## src/rtl/key_debounce_ctrl.sv

```systemverilog
// Key front end: 2-flop synchronisers, per-key debounce, wrapping mode code
// and hold-to-repeat step pulses for the frequency and phase buttons.
module key_debounce_ctrl #(
  parameter int unsigned DEB_CNT = 1_000_000,
  parameter int unsigned REP_DLY = 25_000_000,
  parameter int unsigned REP_PER = 5_000_000
) (
  input  logic       sys_clk,
  input  logic       sys_rst_n,
  input  logic       key_mode_n,
  input  logic       key_fre_n,
  input  logic       key_pha_n,
  output logic [1:0] mode_key,
  output logic       fre_adjust,
  output logic       pha_adjust
);

  localparam int unsigned NK   = 3;  // 0: mode, 1: fre, 2: pha
  localparam int unsigned NA   = 2;  // adjust channels: 0: fre, 1: pha
  localparam int unsigned DW   = (DEB_CNT > 2) ? $clog2(DEB_CNT) : 1;
  localparam int unsigned HMAX = (REP_DLY > REP_PER) ? REP_DLY : REP_PER;
  localparam int unsigned HW   = (HMAX > 2) ? $clog2(HMAX) : 1;

  localparam logic [DW-1:0] DEB_LAST = DW'(DEB_CNT - 1);
  localparam logic [HW-1:0] DLY_LAST = HW'(REP_DLY - 1);
  localparam logic [HW-1:0] PER_LAST = HW'(REP_PER - 1);

  logic [NK-1:0] key_raw;
  logic [NK-1:0] sync1_q;
  logic [NK-1:0] key_s_q;
  logic [NK-1:0] stable_q, stable_d;
  logic [NK-1:0] stable_d1_q;
  logic [NK-1:0] press;
  logic [DW-1:0] deb_cnt_q [NK];
  logic [DW-1:0] deb_cnt_d [NK];

  logic [HW-1:0] hold_cnt_q [NA];
  logic [HW-1:0] hold_cnt_d [NA];
  logic [NA-1:0] rep_q, rep_d;
  logic [NA-1:0] pulse_q, pulse_d;
  logic [1:0]    mode_q, mode_d;

  assign key_raw = {key_pha_n, key_fre_n, key_mode_n};

  always_ff @(posedge sys_clk or negedge sys_rst_n) begin
    if (!sys_rst_n) begin
      sync1_q <= '1;
      key_s_q <= '1;
    end else begin
      sync1_q <= key_raw;
      key_s_q <= sync1_q;
    end
  end

  // A level is accepted only after DEB_CNT consecutive cycles of disagreement.
  always_comb begin
    stable_d = stable_q;
    for (int unsigned k = 0; k < NK; k++) begin
      deb_cnt_d[k] = '0;
      if (key_s_q[k] != stable_q[k]) begin
        if (deb_cnt_q[k] == DEB_LAST) begin
          stable_d[k] = key_s_q[k];
        end else begin
          deb_cnt_d[k] = deb_cnt_q[k] + DW'(1);
        end
      end
    end
  end

  always_ff @(posedge sys_clk or negedge sys_rst_n) begin
    if (!sys_rst_n) begin
      stable_q    <= '1;
      stable_d1_q <= '1;
      for (int unsigned k = 0; k < NK; k++) begin
        deb_cnt_q[k] <= '0;
      end
    end else begin
      stable_q    <= stable_d;
      stable_d1_q <= stable_q;
      for (int unsigned k = 0; k < NK; k++) begin
        deb_cnt_q[k] <= deb_cnt_d[k];
      end
    end
  end

  assign press = stable_d1_q & ~stable_q;

  // rep_q selects the repeat period once the initial delay has elapsed; a repeat
  // landing on the edge where stable rises is dropped via stable_d.
  always_comb begin
    rep_d   = rep_q;
    pulse_d = '0;
    for (int unsigned j = 0; j < NA; j++) begin
      hold_cnt_d[j] = hold_cnt_q[j];
      if (press[j+1]) begin
        pulse_d[j]    = 1'b1;
        hold_cnt_d[j] = '0;
        rep_d[j]      = 1'b0;
      end else if (stable_q[j+1]) begin
        hold_cnt_d[j] = '0;
        rep_d[j]      = 1'b0;
      end else if (hold_cnt_q[j] == (rep_q[j] ? PER_LAST : DLY_LAST)) begin
        pulse_d[j]    = ~stable_d[j+1];
        hold_cnt_d[j] = '0;
        rep_d[j]      = 1'b1;
      end else begin
        hold_cnt_d[j] = hold_cnt_q[j] + HW'(1);
      end
    end
  end

  always_comb begin
    mode_d = mode_q;
    if (press[0]) begin
      mode_d = mode_q + 2'd1;
    end
  end

  always_ff @(posedge sys_clk or negedge sys_rst_n) begin
    if (!sys_rst_n) begin
      rep_q   <= '0;
      pulse_q <= '0;
      mode_q  <= 2'b01;
      for (int unsigned j = 0; j < NA; j++) begin
        hold_cnt_q[j] <= '0;
      end
    end else begin
      rep_q   <= rep_d;
      pulse_q <= pulse_d;
      mode_q  <= mode_d;
      for (int unsigned j = 0; j < NA; j++) begin
        hold_cnt_q[j] <= hold_cnt_d[j];
      end
    end
  end

  assign mode_key   = mode_q;
  assign fre_adjust = pulse_q[0];
  assign pha_adjust = pulse_q[1];

endmodule
```

## config.mk

```make
export PLATFORM = sky130hd
export DESIGN_NAME = key_debounce_ctrl
export DESIGN_NICKNAME = d
export VERILOG_FILES = /design/src/rtl/key_debounce_ctrl.sv
export SDC_FILE = /design/constraint.sdc
export NUM_CORES = 1
export LEC_CHECK = 0
export ABC_AREA = 1
export CORE_MARGIN = 2
export CORE_UTILIZATION = 55
export CTS_CLUSTER_SIZE = 30
export DETAILED_ROUTE_END_ITERATION = 8
export HOLD_SLACK_MARGIN = 0.03
export PLACE_DENSITY = 0.83
export SLEW_MARGIN = 10
export SYNTH_ARGS = -nofsm -noshare
export SYNTH_HDL_FRONTEND = slang
export SYNTH_SLANG_ARGS = --single-unit
```

## constraint.sdc

```tcl
create_clock -name sys_clk -period 2.9 [get_ports sys_clk]
set_input_delay 0.58 -clock sys_clk [delete_from_list [all_inputs] [get_ports sys_clk]]
set_output_delay 0.58 -clock sys_clk [all_outputs]
set_load 0.1 [all_outputs]
```

Yosys cells after proc, flatten, opt, wreduce, memory -nomap -nowiden
Cells that the tools add are included.

Register bits after elaboration: 128. Output and inout bits: 4. Bits of input ports: 5. Word-level logic and storage cells: 65.

Equal/unequal tests: 8. Add/sub/neg operators: 6. Reductions and logical operators: 3. Bitwise logic cells: 4. Mux-type cells: 30.

Operators by type and width (count): $mux W25 (8); $mux W20 (6); $add A20 B1 Y20 const B (3); $eq A20 B20 Y1 const B (3); $add A25 B1 Y25 const B (2); $eq A25 B25 Y1 (2); $mux W1 (16); $reduce_bool A3 Y1 (2); $and A3 B3 Y3 (1); $ne A1 B1 Y1 (3); $not A3 Y3 (1); $add A2 B1 Y2 const B (1); $not A1 Y1 (2); $reduce_and A2 Y1 (1).

Logic depth before layout (Yosys ltp)
Word-level depth: 7. Gate-level depth with buffers: 10. Mapped depth without buffers: 10.

Worst setup path after synthesis
Ideal clock, no wire load.

Path type: register to register. Start point: register hold_cnt_q[0] in the netlist's numbering. End point: register hold_cnt_q[5] in the netlist's numbering. Data arrival time: 1383 ps. Path buffers: 1. Library setup time: 121 ps. Cell stages (with the launch flop): 10. Path slack: 1396 ps. Data required time: 2779 ps. Clock period less this slack: 1504 ps. Cell sequence: dfrtp_1 ha_1 nand2_1 nor2_2 nand3_2 nor2_2 nand3_4 nand2_4 buf_12 nor2_2.

RTL lines: start, declared (line 37) `logic [HW-1:0] hold_cnt_q [NA];`; start signal, assigned by index (line 132) `hold_cnt_q[j] <= hold_cnt_d[j];`.

==> results.toml <==
[clocking]
cts_buffers = 17
cts_sinks = 128
clk_latency_ns = 0.42
ctsResizeCount = 0
cts_hold_buffers = 0
cts.path.max_buffers = 2
cts_tree = "done"
path_clk_slew_ns = 0.05
cts_htree_levels = 4
root_buffer = "clkbuf_16"
post_cts_buffers = 0

[timing]
relSlewSlack_pct = 58.1
fin_crit_ns = 1.90
maxSlewViolCount = 0
hold_viol_final = 0
setup_tns_ns = 0
fmax_mhz = 526
worst_pin_slew_ns = 0.625
period_share_pct = 65.6
clock-skew-final_ns = 0.00886
rsz0062_at_grt = "false"
final-setup-viol-count = 0
fin_hold_ws_ns = 0.141
fin_ws_ns = 0.998

[finish]
stdcell_count = 1167
antennaDiodeCount = 0
layout_commonest_cell = "nor2_1"
drive_gt1_share_pct = 8.44
layout_common_cells = "nor2_1, nand2_1, dfrtp_1, inv_1, nand3_1"
final_area_sq_um = 7940
layout.nets = 992
area_delta_synth_final_pct = 11.6
final_core_util_pct = 62.9

[detailed_routing]
drtPass1Iterations = 5
drc = 0
vias_per_cell = 5.15
vias = 6012
drt-initial-drc-count = 521
ant_nets = 0
wl_per_cell_um = 12.6
drt_wl_total_um = 14700

[synthesis]
yosysSeqAreaShare_pct = 45.2
synth_ff_type = "dfrtp_1"
async_flop_share_pct = 100
synthCells = 957
synth-edff-count = 0
synth_nets = 967
avgSynthCellArea_sq_um = 7.44
ys_ff_latch = 128
yosysWarnings = 0
synth_cell_type_count = 36
synth_area_sq_um = 7120

[floorplanning]
io_pins = 9
dieArea_sq_um = 13900
die_h_um = 118
fp.coreArea_sq_um = 12600
die_x_um = 118
start_util_pct = 56.4
rows = 41

[power]
power_density_nw_per_um2 = 494
vdd_drop_max_mv = 0.522
finalPower_mw = 3.92
p_leak_nw = 3.48

[grt]
grt.total_usage_pct = 22.6
grt_overflow_total = 0
antenna_found_initial = 0
grt_pass1_vias = 5922
grt_start_max_net_pins = 64
grt_pass1_wl_um = 26000

[worst_setup_path]
slowest_delay_ns = 0.37
path_depth = 8
critical_path.max_fanout = 11
worstPathRequired_ns = 3.20
cpMaxStageDelayCell = "dfrtp_1"
arrival_ns = 2.20
critPathBufInv = 1
cp-end-kind = "flip-flop"
crit_type = "flip-flop to flip-flop"
critPathTopFamily = "simple AND/OR/NAND/NOR gates"
cp-start-kind = "flip-flop"
crit_chain = "ha_1 > nand3_1 > nor3b_1 > nand2_1 > nand2_1 > inv_1 > nand2_1 > nor2_1"
r2r_cells = 8
cp_common_cell = "nand2_1"

[worst_hold_path]
hold_class = "primary input to async pin"

[placed_design]
detailedPlace.worstSlack_ns = 1.03
place.gp.congestion = 0.933
hpwl_um = 10400
placed_cell_area_sq_um = 7380
portBuffers = 8
placed_cells = 1135

[run]
maxCapViolations = 0

[outcome]
status = "finished clean"
## Yosys cell counts, drive strengths merged, types with 8 or more instances
cell type / instances / share of area [%]
nand2: 223 / 12
nor2: 240 / 13
inv: 115 / 6.1
dfstp: 13 / 4.8
nand4: 17 / 1.5
dfrtp: 115 / 40
nor3: 45 / 3.5
o21ai: 13 / 0.91
xnor2: 16 / 2.0
nand3: 66 / 5.0
xor2: 42 / 5.2
nor3b: 8 / 0.84
a21oi: 19 / 1.3
## flip-flops by register name, indices dropped and copies added, names as in the netlist
signal       cells
deb_cnt_q       60
hold_cnt_q      50
key_s_q          3
mode_key         2
pulse_q          2
rep_q            2
stable_d1_q      3
stable_q         3
sync1_q          3
## routing by layer
metal | up-vias | GRT usage, % | routed length, um
met5 | - | 0 | 0
met4 | 0 | 8.21 | 163
met3 | 22 | 5.67 | 672
met2 | 155 | 36.0 | 6910
met1 | 2787 | 30.1 | 6910
li1 | 3048 | - | -
## final cells by class
type / count / area, sq um
multi-input combinational: 708 / 3400
sequential: 128 / 3220
clock buffer: 21 / 440
clock inverter: 11 / 116
fill: 1123 / 4680
timing repair buffer: 12 / 114
inverter: 115 / 432
tap: 172 / 215
## final timing paths
kind                               from            end  slack (ns)
min in group sys_clk         sync1_q[0]     key_s_q[0]        0.36
setup reg to reg           deb_cnt_q[0]  deb_cnt_q[18]         1.0
setup / recovery           deb_cnt_q[0]  deb_cnt_q[18]         1.0
max in group asynchronous     sys_rst_n    mode_key[0]        2.04
hold reg to reg              sync1_q[0]     key_s_q[0]        0.36
hold / removal                sys_rst_n  deb_cnt_q[25]        0.14
## kinds of logic (layout without fill, tap and decap cells)
| family | after synthesis | after routing | synth area share [%] |
|---|---|---|---|
| buffers and inverters | 121 | 159 | 6.91 |
| xor gates and xnor gates | 58 | 58 | 7.14 |
| and+or+nand+nor | 607 | 607 | 37.0 |
| DFF | 128 | 128 | 45.2 |
| adders and majority gates | 5 | 5 | 0.879 |
| AOI/OAI and AO/OA | 38 | 38 | 2.87 |
## report_power, final
group / leakage [nW] / internal [mW] / switching [mW]
sequential: 1.71 / 1.81 / 0.00981
clock: 0.267 / 1.26 / 0.766
combinational: 1.50 / 0.0232 / 0.0608
total: 3.48 / 3.08 / 0.836
Power figures use the tool's default switching activity.
